`src/rtl/joystick_adc_reader.sv`:
```
// Polls a dual-channel 12-bit SPI joystick ADC (MCP3202 framing) and quantizes both axes to 4 bits.
// Define AXIS_DEADZONE_EN to snap codes within DEADZONE of mid-scale to the axis centre value.
module joystick_adc_reader #(
  parameter int unsigned CLK_DIV     = 50,
  parameter int unsigned POLL_CYCLES = 1000000,
  parameter int unsigned X_CENTER    = 7,
  parameter int unsigned Y_CENTER    = 8,
  parameter int unsigned DEADZONE    = 128
) (
  input  logic       clock,
  input  logic       reset,
  input  logic       miso_i,
  output logic       sclk_o,
  output logic       mosi_o,
  output logic       cs_n_o,
  output logic [3:0] x_axis_o,
  output logic [3:0] y_axis_o,
  output logic       sample_valid_o,
  output logic       busy_o
);

  localparam int unsigned DivW  = (CLK_DIV > 1) ? $clog2(CLK_DIV) : 1;
  localparam int unsigned PollW = (POLL_CYCLES > 1) ? $clog2(POLL_CYCLES) : 1;
  localparam logic [DivW-1:0]  DivLast   = DivW'(CLK_DIV - 1);
  localparam logic [PollW-1:0] PollLast  = PollW'(POLL_CYCLES - 1);
  localparam logic [3:0]       XCtr      = 4'(X_CENTER);
  localparam logic [3:0]       YCtr      = 4'(Y_CENTER);
  localparam logic [4:0]       FirstData = 5'd5;
  localparam logic [4:0]       LastBit   = 5'd16;

`ifdef AXIS_DEADZONE_EN
  localparam bit DzEn = 1'b1;
`else
  localparam bit DzEn = 1'b0;
`endif

  typedef enum logic [2:0] {StIdle, StCsSetup, StShift, StCsHold, StDone} state_e;

  state_e           state_q, state_d;
  logic [PollW-1:0] poll_q, poll_d;
  logic [DivW-1:0]  div_q, div_d;
  logic [4:0]       bit_q, bit_d;
  logic             chan_q, chan_d;
  logic [11:0]      shift_q, shift_d;
  logic [11:0]      raw_x_q, raw_x_d;
  logic             cs_n_q, cs_n_d;
  logic             sclk_q, sclk_d;
  logic             mosi_q, mosi_d;
  logic [3:0]       x_q, x_d;
  logic [3:0]       y_q, y_d;
  logic             valid_q, valid_d;
  logic             busy_q, busy_d;
  logic             div_last;

  // Command: start, SGL, ODD (channel), MSBF, then zeros.
  function automatic logic cmd_bit(input logic [4:0] idx, input logic chan);
    case (idx)
      5'd0, 5'd1, 5'd3: return 1'b1;
      5'd2:             return chan;
      default:          return 1'b0;
    endcase
  endfunction

  function automatic logic [3:0] quantize(input logic [11:0] raw, input logic [3:0] centre);
    logic signed [12:0] diff;
    logic [12:0]        mag;
    diff = $signed({1'b0, raw}) - 13'sd2048;
    mag  = diff[12] ? 13'(-diff) : 13'(diff);
    if (DzEn && (32'(mag) <= DEADZONE)) return centre;
    return raw[11:8];
  endfunction

  assign div_last = (div_q == DivLast);

  always_comb begin
    state_d = state_q;
    poll_d  = poll_q;
    div_d   = div_q;
    bit_d   = bit_q;
    chan_d  = chan_q;
    shift_d = shift_q;
    raw_x_d = raw_x_q;
    cs_n_d  = cs_n_q;
    sclk_d  = sclk_q;
    mosi_d  = mosi_q;
    x_d     = x_q;
    y_d     = y_q;
    valid_d = 1'b0;
    busy_d  = busy_q;
    unique case (state_q)
      StIdle: begin
        if (poll_q == PollLast) begin
          poll_d  = '0;
          chan_d  = 1'b0;
          busy_d  = 1'b1;
          cs_n_d  = 1'b0;
          sclk_d  = 1'b0;
          mosi_d  = cmd_bit(5'd0, 1'b0);
          div_d   = '0;
          state_d = StCsSetup;
        end else begin
          poll_d = poll_q + 1'b1;
        end
      end
      StCsSetup: begin
        if (div_last) begin
          div_d   = '0;
          bit_d   = '0;
          state_d = StShift;
        end else begin
          div_d = div_q + 1'b1;
        end
      end
      StShift: begin
        if (!div_last) begin
          div_d = div_q + 1'b1;
        end else begin
          div_d = '0;
          if (!sclk_q) begin
            sclk_d = 1'b1;
            if (bit_q >= FirstData) shift_d = {shift_q[10:0], miso_i};
          end else if (bit_q == LastBit) begin
            sclk_d  = 1'b0;
            mosi_d  = 1'b0;
            cs_n_d  = 1'b1;
            state_d = StCsHold;
            if (!chan_q) raw_x_d = shift_q;
          end else begin
            sclk_d = 1'b0;
            bit_d  = bit_q + 5'd1;
            mosi_d = cmd_bit(bit_q + 5'd1, chan_q);
          end
        end
      end
      StCsHold: begin
        if (!div_last) begin
          div_d = div_q + 1'b1;
        end else begin
          div_d = '0;
          if (!chan_q) begin
            chan_d  = 1'b1;
            cs_n_d  = 1'b0;
            mosi_d  = cmd_bit(5'd0, 1'b1);
            state_d = StCsSetup;
          end else begin
            // Channel 1 code is still in the shifter; both axes commit together.
            x_d     = quantize(raw_x_q, XCtr);
            y_d     = quantize(shift_q, YCtr);
            valid_d = 1'b1;
            state_d = StDone;
          end
        end
      end
      StDone: begin
        busy_d  = 1'b0;
        state_d = StIdle;
      end
      default: state_d = StIdle;
    endcase
  end

  always_ff @(posedge clock) begin
    if (reset) begin
      state_q <= StIdle;
      poll_q  <= '0;
      div_q   <= '0;
      bit_q   <= '0;
      chan_q  <= 1'b0;
      shift_q <= '0;
      raw_x_q <= '0;
      cs_n_q  <= 1'b1;
      sclk_q  <= 1'b0;
      mosi_q  <= 1'b0;
      x_q     <= XCtr;
      y_q     <= YCtr;
      valid_q <= 1'b0;
      busy_q  <= 1'b0;
    end else begin
      state_q <= state_d;
      poll_q  <= poll_d;
      div_q   <= div_d;
      bit_q   <= bit_d;
      chan_q  <= chan_d;
      shift_q <= shift_d;
      raw_x_q <= raw_x_d;
      cs_n_q  <= cs_n_d;
      sclk_q  <= sclk_d;
      mosi_q  <= mosi_d;
      x_q     <= x_d;
      y_q     <= y_d;
      valid_q <= valid_d;
      busy_q  <= busy_d;
    end
  end

  assign sclk_o         = sclk_q;
  assign mosi_o         = mosi_q;
  assign cs_n_o         = cs_n_q;
  assign x_axis_o       = x_q;
  assign y_axis_o       = y_q;
  assign sample_valid_o = valid_q;
  assign busy_o         = busy_q;

endmodule

```
`config.mk`:
```
export PLATFORM = sky130hd
export DESIGN_NAME = joystick_adc_reader
export DESIGN_NICKNAME = d
export VERILOG_FILES = /design/src/rtl/joystick_adc_reader.sv
export SDC_FILE = /design/constraint.sdc
export NUM_CORES = 1
export LEC_CHECK = 0
export BUFFER_PORTS_ARGS = -buffer_cell sky130_fd_sc_hd__buf_2
export CORE_ASPECT_RATIO = 0.75
export CORE_MARGIN = 2
export CORE_UTILIZATION = 54
export CTS_CLUSTER_DIAMETER = 100
export DETAILED_ROUTE_END_ITERATION = 10
export PLACE_DENSITY = 0.75
export SETUP_SLACK_MARGIN = 0.02
export SKIP_LAST_GASP = 1
export SYNTH_ARGS = -nofsm -noshare
export SYNTH_HDL_FRONTEND = slang
export SYNTH_SLANG_ARGS = --single-unit
```
`constraint.sdc`:
```
create_clock -name clock -period 2.08 [get_ports clock]
set_clock_uncertainty 0.15 [all_clocks]
set_input_delay 0.208 -clock clock [delete_from_list [all_inputs] [get_ports clock]]
set_output_delay 0.208 -clock clock [all_outputs]
set_load 0.01 [all_outputs]
```
### After elaboration in Yosys (flattened, before gate mapping)

Index checks and enable logic that the tools add are counted.

* add/subtract/negate cells: 3
* order comparisons: 1
* eq/ne operators: 18
* muxes and demuxes: 39
* bitwise gates (word level): 4
* reductions and logical operators: 22

Operators with widths (count)
* $mux 3: 7
* $add 20x1->20 const B: 1
* $eq 20x20->1 const B: 1
* $mux 20: 1
* $mux 5: 4
* $mux 1: 16
* $ne 2x2->1 const B: 8
* $mux 6: 2
* $pmux 3 s4: 1
* $pmux 6 s2: 1
* $reduce_and 6->1: 2
* $eq 5x2->1 const B: 2
* $pmux 5 s2: 1
* $reduce_and 5->1: 2
* $reduce_bool 2->1: 5
* $reduce_and 3->1: 3
* $reduce_or 3->1: 3
* $pmux 1 s2: 4
* $reduce_and 7->1: 1
* $add 6x1->6 const B: 1
* $eq 3x2->1 const B: 2
* $eq 6x6->1 const B: 1
* $pmux 1 s3: 2
* $add 5x1->5 const B: 1
* 11 further kinds: 15

* flip-flop bits (word level): 72
* bits of input ports: 3
* output and inout port bits: 13
* word-level logic and storage cells: 101

### Longest topological paths before layout

* depth after elaboration: 8
* depth in mapped cells: 9
* gate-level depth less buffers: 7

### Worst setup path after synthesis

OpenSTA, ideal clock, no wires.

* path type: reg-to-reg
* start point: register poll_q[13]
* end point: register poll_q[5]
* setup time: 0.115 ns
* arrival time: 1.752 ns
* required time: 1.815 ns
* slack: 0.063 ns
* cell stages (with the launch flop): 7
* buffers on the path: 1
* clock period less this slack: 2.017 ns
* path through: dfxtp_1 or4b_4 nor4_4 nand2_1 o21bai_4 buf_6 nor2_1

* cells in the longest elaborated chain, start to end: 2

RTL lines
* from (decl): RTL line 40 `logic [PollW-1:0] poll_q, poll_d;`
* from (signal assigned): RTL line 180 `poll_q <= poll_d;`
* $eq 20x20->1: RTL line 92 `if (poll_q == PollLast) begin`
* $mux 20: RTL line 92

No other way between the ends.
A chain may end at the register's enable or synchronous reset.

### Worst setup path after layout

* start point: register poll_q[12]
* end point: register poll_q[9]

The elaborated chain is that of the path after synthesis.

==> out/results.ini <==
[global_routing]
gr-usage-met1_pct = 25.6
busiest_layer = met2
grt_overflow = 0
use_met3_pct = 7.05
grt_max_degree = 32
use_met2_pct = 35.2
antenna_found_initial = 0
grt_pass1_vias = 2282
grt_pass1_wl_um = 10100
grt_util_all_layers_pct = 20.9

[timing]
slew_viol_final = 0
setup_violations = 0
max_clock_freq_mhz = 492
tightest_slew_ns = 0.416
hold_ws_ns = 0.0809
rsz0062_at_grt = true
fin_crit_sh_pct = 97.7
slew_headroom_pct = 71.6
min_period_ns = 2.03
fin_ws_ns = 0.0476
fin_setup_tns_ns = 0
hold_violations = 0

[layout]
antennaDiodeCount = 0
utilization_pct = 68.5
drive_gt1_share_pct = 24.1
final_nets = 384
final_cell_mix = nor2_1 (61), dfxtp_1 (61), buf_4 (35), mux2i_1 (23), nand2_1 (21)
area_growth_pct = 22.3

[hold_path]
worstHoldPathType = input port to flop

[critical_path]
worstPathArrival_ns = 2.12
endpoint_kind = flop
criticalPathCategory = flop to flop
r2r_setup_slack_ns = 0.05
worstPathRequired_ns = 2.16
slowest_delay_ns = 0.54
critPathSlowestCell = or4b_4
crit_chain = or4b_4 > nor4_4 > nand2_1 > o21bai_4 > buf_12 > nor2_1
startpoint_type = flop
crit_fanout = 18

[clocking]
cts_buffer_depth = 2
cts_tree = yes
cts.clk_slew.worst_paths_ns = 0.07
clkLatencyLatePin_ns = 0.35
cts_buffers = 9
clockRootBuffer = clkbuf_8
htree_levels = 3
cts.sinks = 64

[power]
p_per_area_mw_per_mm2 = 728
peakVddDrop_mv = 0.530
total_power_uw = 2650
p_leak_uw = 0.00154

[die]
die_h_um = 68.3
die_width_um = 89.8
coreArea_mm2 = 0.00532
placementRows = 23
ios = 16
die_area_mm2 = 0.00614
start_util_pct = 56.0

[placed_design]
hpwl_um = 4130
globalplace.congestion = 0.841
numPortBuffers = 15
place_ws_ns = -0.00571

[detailed_routing]
wl_per_cell_um = 13.3
remaining_drc_errors = 0
ant_nets = 0
wl_um = 6020
firstDrtPassIters = 4
drt-vias-per-instance = 5.40
num_vias = 2444
drt_iter0_drc = 142

[logic_synthesis]
synth_area_mm2 = 0.00298
avgSynthCellArea_um2 = 9.20
synth-edff-count = 0
yosys_warnings = 0
muxShareOfSynthArea_pct = 8.10
synth_xor_area_share_pct = 6.47
synth_top_family_by_area = simple AND/OR/NAND/NOR gates
synth_compound_area_share_pct = 10.1
yosysUniqueCellTypes = 48
synthSimpleGateAreaFrac_pct = 25.0
synthCells = 324
ys.flop_type = dfxtp_1
ys_seq_area_share_pct = 43.0
synth_nets = 335
synthArstFlopShare_pct = 0
synth_fa_ha_area_share_pct = 3.36
ys_seq_elements = 64

[status]
status = finished clean

[job]
cap_violations = 0

cell usage after synthesis, types with 4 or more instances:
cell type / count / area [um^2]
dfxtp_1: 64 / 1280
nor2_1: 61 / 229
mux2i_1: 23 / 230
nand2_1: 21 / 78.8
xor2_1: 17 / 149
nand3_1: 13 / 65.1
a21oi_1: 11 / 55.1
inv_1: 11 / 41.3
nor3_1: 9 / 45.0
clkbuf_1: 8 / 30.0
ha_1: 8 / 100
nand4_1: 7 / 43.8
a31oi_1: 5 / 31.3
buf_2: 5 / 25.0
xnor2_1: 5 / 43.8
a211o_1: 4 / 35.0
a311oi_1: 4 / 35.0
nor4_4: 4 / 85.1
o21ai_0: 4 / 20.0
per-layer routing:
metal,wire length [um],up-vias,part of all wire (%)
li1,-,1242,-
met1,2960,1151,49
met2,2740,44,45
met3,262,7,4.4
met4,56,0,0.93
met5,0,-,0
area by class of cell:
type | instances | area [um^2]
Tap cell | 75 | 93.8
Fill cell | 420 | 1680
Clock buffer | 9 | 124
Inverter | 11 | 41.3
Sequential cell | 64 | 1280
Timing Repair Buffer | 53 | 388
Multi-Input combinational cell | 234 | 1610
Clock inverter | 7 | 104
cell families (layout without fill, tap and decap cells):
group | count (synthesis) | count (layout)
AOI/OAI and AO/OA | 41 | 41
xor gates and xnor gates | 22 | 22
adders and majority gates | 8 | 8
buffers and inverters | 26 | 80
DFF | 64 | 64
muxes | 24 | 24
and+or+nand+nor | 139 | 139
repair_timing:
action                                  4_1_cts  5_1_grt
pin swaps                                     0        1
endpoints found under the hold margin         1        0
setup buffers                                 0        1
endpoints found under the setup margin        5       34
gates resized for setup                       1        8
hold buffers                                  1        0
per-stage QoR:
step                instance area, um^2  std cells
finish                             3640        453
global route                       3640        453
CTS                                3600        452
detailed placement                 3370        435
global placement                   3370        435
floorplan                          2980        324
flip-flops by register name (all words and copies together) (netlist names):
| name | flops |
|---|---|
| bit_q | 5 |
| busy_o | 1 |
| chan_q | 1 |
| cs_n_o | 1 |
| div_q | 6 |
| mosi_o | 1 |
| poll_q | 20 |
| raw_x_q | 4 |
| sample_valid_o | 1 |
| sclk_o | 1 |
| shift_q | 12 |
| state_q | 3 |
| x_axis_o | 4 |
| y_axis_o | 4 |
report_power, final:
group	total (uW)	leakage [uW]	internal (uW)	switching, uW
clock	1220	0.000114	689	529
combinational	171	0.000904	77.8	93.5
sequential	1260	0.000518	1250	19.3
total	2650	0.00154	2010	642
worst max-delay path, delay by kind of cell (launching register included):
kind | cells | cell delay [ns]
compound gates | 1 | 0.17
buf+inv | 1 | 0.16
flops | 1 | 0.33
simple gates | 4 | 1.12
final timing paths:
kind                                          startpoint                  endpoint  cells past startpoint
worst max register to register   poll_q[12]$_SDFFE_PP0P_    poll_q[9]$_SDFFE_PP0P_                      6
worst min register to register  y_axis_o[3]$_SDFFE_PP1P_  y_axis_o[3]$_SDFFE_PP1P_                      1
worst min-delay path                               reset    poll_q[0]$_SDFFE_PP0P_                      2
worst max-delay path             poll_q[12]$_SDFFE_PP0P_    poll_q[9]$_SDFFE_PP0P_                      6
Power figures use the tool's default switching activity.
